--- src/rtl/bpf_isa_pkg.sv ---
// Shared ISA definitions for the issue controller: opcode values,
// instruction field positions, the controller state encoding and an
// opcode classifier used by the EXEC state.
package bpf_isa_pkg;

    // Opcode values (instruction[15:12])
    localparam logic [3:0] OP_NOP     = 4'h0;
    localparam logic [3:0] OP_ALU_MIN = 4'h1;
    localparam logic [3:0] OP_MOV_IMM = 4'h8;
    localparam logic [3:0] OP_JMP     = 4'h9;
    localparam logic [3:0] OP_HALT    = 4'hF;

    // Instruction field positions
    localparam int OP_MSB  = 15;
    localparam int OP_LSB  = 12;
    localparam int DST_MSB = 11;
    localparam int DST_LSB = 10;
    localparam int SRC_MSB = 9;
    localparam int SRC_LSB = 8;
    localparam int IMM_MSB = 7;
    localparam int IMM_LSB = 0;

    typedef enum logic [2:0] {
        ST_IDLE   = 3'd0,
        ST_FETCH  = 3'd1,
        ST_DECODE = 3'd2,
        ST_EXEC   = 3'd3,
        ST_WB     = 3'd4,
        ST_HALT   = 3'd5
    } state_e;

    // What EXEC does with an opcode
    typedef enum logic [1:0] {
        CLS_SKIP  = 2'd0,   // nothing to write, fetch next
        CLS_WRITE = 2'd1,   // ALU / MOV_IMM, needs a write-back cycle
        CLS_JUMP  = 2'd2,   // JMP, only acted on when the jump feature is built in
        CLS_HALT  = 2'd3    // stop until reset
    } op_class_e;

    function automatic op_class_e classify(input logic [3:0] op);
        op_class_e cls;
        if (op == OP_HALT) begin
            cls = CLS_HALT;
        end else if (op == OP_JMP) begin
            cls = CLS_JUMP;
        end else if ((op >= OP_ALU_MIN) && (op <= OP_MOV_IMM)) begin
            cls = CLS_WRITE;
        end else begin
            cls = CLS_SKIP;
        end
        return cls;
    endfunction

endpackage

--- src/rtl/issue_ctrl.sv ---
// Instruction fetch / issue sequencer: fetches from instruction memory,
// holds the instruction for decode, and pulses the register-file write
// enable for instructions that produce a result.
//
// Build option: define ISSUE_CTRL_JMP_EN to make opcode 9 (JMP) load the
// PC from the immediate field; without it, JMP is treated as a NOP.
//
// state  | meaning
// -------+---------------------------------------------------------------
// IDLE   | after reset, waiting for start
// FETCH  | imem_req high with imem_addr = PC until imem_ack
// DECODE | one cycle for the decode stage to see the new instruction
// EXEC   | classify opcode: write -> WB, halt -> HALT, otherwise FETCH
// WB     | rf_we high for this single cycle, then FETCH
// HALT   | stopped; only reset leaves this state
module issue_ctrl
    import bpf_isa_pkg::*;
#(
    parameter int INSN_LEN = 16,
    parameter int PC_W     = 8
) (
    input  logic                clk,
    input  logic                rst,
    input  logic                start,
    output logic                imem_req,
    output logic [PC_W-1:0]     imem_addr,
    input  logic                imem_ack,
    input  logic [INSN_LEN-1:0] imem_data,
    output logic [INSN_LEN-1:0] instruction,
    output logic                rf_we,
    output logic                busy,
    output logic                halted
);

    state_e              state_q, state_d;
    logic [PC_W-1:0]     pc_q, pc_d;
    logic [INSN_LEN-1:0] insn_q, insn_d;
    logic                imem_req_q;
    logic                rf_we_q;
    logic                busy_q;
    logic                halted_q;
    op_class_e           op_class;

    assign op_class = classify(insn_q[OP_MSB:OP_LSB]);

    // Next-state, PC and instruction-register selection
    always_comb begin
        state_d = state_q;
        pc_d    = pc_q;
        insn_d  = insn_q;
        case (state_q)
            ST_IDLE: begin
                if (start) begin
                    state_d = ST_FETCH;
                    pc_d    = '0;
                end
            end
            ST_FETCH: begin
                if (imem_ack) begin
                    insn_d  = imem_data;
                    pc_d    = pc_q + 1'b1;
                    state_d = ST_DECODE;
                end
            end
            ST_DECODE: begin
                state_d = ST_EXEC;
            end
            ST_EXEC: begin
                case (op_class)
                    CLS_WRITE: state_d = ST_WB;
                    CLS_HALT:  state_d = ST_HALT;
                    CLS_JUMP: begin
                        state_d = ST_FETCH;
`ifdef ISSUE_CTRL_JMP_EN
                        pc_d    = PC_W'(insn_q[IMM_MSB:IMM_LSB]);
`endif
                    end
                    default:   state_d = ST_FETCH;
                endcase
            end
            ST_WB: begin
                state_d = ST_FETCH;
            end
            ST_HALT: begin
                state_d = ST_HALT;
            end
            default: begin
                state_d = ST_IDLE;
            end
        endcase
    end

    // State, PC, instruction register and registered outputs; outputs are
    // decoded from the next state so they line up with the state they belong to
    always_ff @(posedge clk or posedge rst) begin
        if (rst) begin
            state_q    <= ST_IDLE;
            pc_q       <= '0;
            insn_q     <= '0;
            imem_req_q <= 1'b0;
            rf_we_q    <= 1'b0;
            busy_q     <= 1'b0;
            halted_q   <= 1'b0;
        end else begin
            state_q    <= state_d;
            pc_q       <= pc_d;
            insn_q     <= insn_d;
            imem_req_q <= (state_d == ST_FETCH);
            rf_we_q    <= (state_d == ST_WB);
            busy_q     <= (state_d != ST_IDLE) && (state_d != ST_HALT);
            halted_q   <= (state_d == ST_HALT);
        end
    end

    assign imem_req    = imem_req_q;
    assign imem_addr   = pc_q;
    assign instruction = insn_q;
    assign rf_we       = rf_we_q;
    assign busy        = busy_q;
    assign halted      = halted_q;

endmodule

--- config.mk ---
export PLATFORM = sky130hd
export DESIGN_NAME = issue_ctrl
export DESIGN_NICKNAME = d
export VERILOG_FILES = /design/src/rtl/bpf_isa_pkg.sv /design/src/rtl/issue_ctrl.sv
export SDC_FILE = /design/constraint.sdc
export NUM_CORES = 1
export LEC_CHECK = 0
export CAP_MARGIN = 30
export CORE_MARGIN = 2
export CORE_UTILIZATION = 40
export DETAILED_ROUTE_END_ITERATION = 8
export HOLD_SLACK_MARGIN = 0.03
export PLACE_DENSITY = 0.76
export RECOVER_POWER = 25
export SKIP_CTS_REPAIR_TIMING = 1
export SYNTH_ARGS = -nofsm -noshare
export SYNTH_HDL_FRONTEND = slang
export SYNTH_SLANG_ARGS = --single-unit
--- constraint.sdc ---
create_clock -name clk -period 1.6 [get_ports clk]
set_input_delay 0.32 -clock clk [delete_from_list [all_inputs] [get_ports clk]]
set_output_delay 0.32 -clock clk [all_outputs]
set_load 0.02 [all_outputs]
==> results.md <==
* CP arrival at between 1.5 and 2 ns
* Final WS setup at between 0.07 and 0.08 ns
* H-tree depth at 2
* CP max stage delay at roughly 0.54 ns
* Post-DP Area at 1990 sq um
* Synth top area cells: dfrtp_1 (55%), mux2_2 (14%), xor2_1 (3.1%), buf_6 (2.4%), nor2_1 (2.1%)
* Initial core utilization at 41.8%
* CTS max path bufs at 2
* Wire length per cell at about 14 um
* DRT Pass-1 Iters at 4
* CTS sink count at 31
* Post-Syn Instances at between 100 and 150
* Ys flop type: dfrtp_1
* Fin nets at a little under 200
* Post-synth ARST share at 100%
* CTS tree: yes
* Die Ht at about 63 um
* Die area at roughly 4000 sq um
* Reg area at approximately 780 sq um
* Int Power at roughly 2.4 mW
* Crit path time final at around 1.5 ns
* Min-delay worst type: flip-flop to flip-flop
* Leakage at around 1.2 nW
* Fill count at approximately 280
* Seq cells post-synth at 31
* Multi-input gate area at around 600 sq um
* Routed vias at around 1100
* Worst-Skew Late Latency at 0.32 ns
* Tot Pwr at approximately 3.9 mW
* GRT overflow at 0
* Yosys warnings at 0
* Place WS at -0.255 ns
* Commonest cells after routing, fill and taps aside: dfrtp_1 (28), dlymetal6s2s_1 (28), clkdlybuf4s50_1 (18), mux2_2 (17), buf_4 (13)
* Port bufs at 47
* Finished Cell Area at approximately 2200 sq um
* Worst Path Required at 1.85 ns
* RSZ-0062 raised after global routing: no
* Slew HR at about 44%
* Antenna viol nets, final at 0
* Psw at ~1.5 mW
* Final wirelength at 3.03 mm
* PwrDens at around 1800 nW/um^2
* Ant. Diodes at 0
* Fin. max-slew vios at 0
* Antenna violations before repair at 0
* Root buffer cell: clkbuf_4
* Synthesized area per cell at between 10 and 15 sq um
* 1st-iter DRT viols at 29
* Final Hold Slack at roughly 0.51 ns
* First-pass GRT wire length at roughly 5 mm
* Synth top area share at between 50% and 60%
* Largest net degree at the start of global routing at 17
* I/O Pins at 48
* Syn nets at around 130
* Core ar. at between 3000 and 4000 sq um
* Clock Pin Slew Worst Setup and Hold Paths at about 0.09 ns
* Cell Area, Synth at ~1400 sq um
* Area Growth Syn to Fin at 54.4%
* FP Rows at 21
* EDFF count, synth at 0
* CP Class: input pin to flip-flop
* Clk pwr share at 11.6%
* GPL Wtd Cong at 0.773
* Crit path launch type: input pin
* Distinct cells, synth at 35
* Worst Max-Slew Pin Slew at about 0.83 ns
* GRT Resource Usage Total at about 16%
* CP max-delay cell: clkdlybuf4s50_1
* Sw Share at 38.3%
* Post-DP HPWL at 2.23 mm
* Logic pwr share at 53.1%
* Final Hold Fails at 0
* Final worst-path cycle share at a little over nine tenths
* Status: finished, final reports clean
* Vias in the first global route at between 1000 and 1500
* Max VDD drop at approximately 1.1 mV
* Clk_skew at ~0.0032 ns
* CP Capture Type: flip-flop
* Drc violations at 0
* Max-cap violations at 0
* Critical Path Fanout Max at 4
* # setup viols final at 0
* Part of the power in registers at a little over a third
* Seq/Total Area, Yosys at between 50% and 60%
* Setup TNS at 0 ns
* Cell Chain, Critical Path: clkdlybuf4s50_1 -> mux2_4 -> nand2_4 -> or4_1 -> a21oi_1
* DR vias/cell at approximately 4.9
* F_max at 654 MHz
* TritonCTS buffer count at 5
* Synth area leader: dfrtp_1
* Share of layout cells above drive strength 1 at 28.4%
* DIE WIDTH at ~63 um
## flip-flops by register name (all words and copies together), names as in the netlist
name	flops
state_q	3
busy	1
imem_addr	8
imem_req	1
instruction	16
rf_we	1
halted	1
## worst max-delay path: cells and delay by family
family | cells | cell delay, ns
simple gates | 2 | 0.54
mux | 1 | 0.21
compound gates | 1 | 0.16
buf+inv | 1 | 0.54
## Yosys cell counts (2+ instances only)
| library cell | instances |
|---|---|
| nor2_1 | 8 |
| nor3_1 | 3 |
| buf_6 | 3 |
| nand2_1 | 6 |
| dfrtp_1 | 31 |
| buf_2 | 2 |
| o21ai_0 | 2 |
| mux2_2 | 17 |
| a21oi_1 | 2 |
| nand2b_1 | 2 |
| xor2_1 | 5 |
| nand4_1 | 4 |
| a31oi_1 | 2 |
| inv_1 | 3 |
## metal layers
| layer | vias up | GRT usage [%] | routed length (um) |
|---|---|---|---|
| met1 | 518 | 18.7 | 1240 |
| met2 | 38 | 27.1 | 1530 |
| met4 | 0 | 4.89 | 32 |
| li1 | 526 | - | - |
| met3 | 4 | 6.25 | 225 |
| met5 | - | 0 | 0 |
## metrics by stage
step	util, %	std cells
floorplan	-	111
global placement	59.2	211
detailed placement	59.2	211
CTS	60.9	218
global route	64.5	222
finish	64.5	222
## power by group through the flow
stage	Sequential [mW]	Clock (mW)	Combinational (mW)
6_report	1.38	0.456	2.08
5_1_grt	1.44	0.508	2.22
4_1_cts	1.38	0.474	2.03
3_5_place_dp	1.39	0	2.01
3_3_place_gp	1.37	0	1.97
2_1_floorplan	1.68	0	0.819
## cells by family after synthesis
kind of cell,count (synthesis),synth area share [%]
compound gates,11,5.70
xor+xnor,5,3.12
mux,18,14.7
buf+inv,8,3.92
flops,31,55.2
fa+ha+maj,1,0.890
simple gates,37,16.5
## final cells by class
cell class | instances | area share (%)
clock buffer | 6 | 2.36
clock inverter | 1 | 0.231
inverter | 3 | 0.519
multi-input combinational | 72 | 27.6
sequential | 31 | 35.9
tap | 46 | 2.65
timing repair buffer | 63 | 30.7
## final timing paths
path | start | endpoint | slack, ns | cells after the start
worst max-delay path | imem_ack | imem_addr[7] | 0.07 | 5
min in group asynchronous | rst | instruction[5] | 0.66 | 3
worst min-delay path | instruction[8] | instruction[8] | 0.51 | 1
worst max register to register | state_q[0] | imem_addr[7] | 0.10 | 4
max in group asynchronous | rst | instruction[15] | 0.36 | 3
worst min register to register | instruction[8] | instruction[8] | 0.51 | 1
Note: power is estimated with default switching activity, not from simulation.
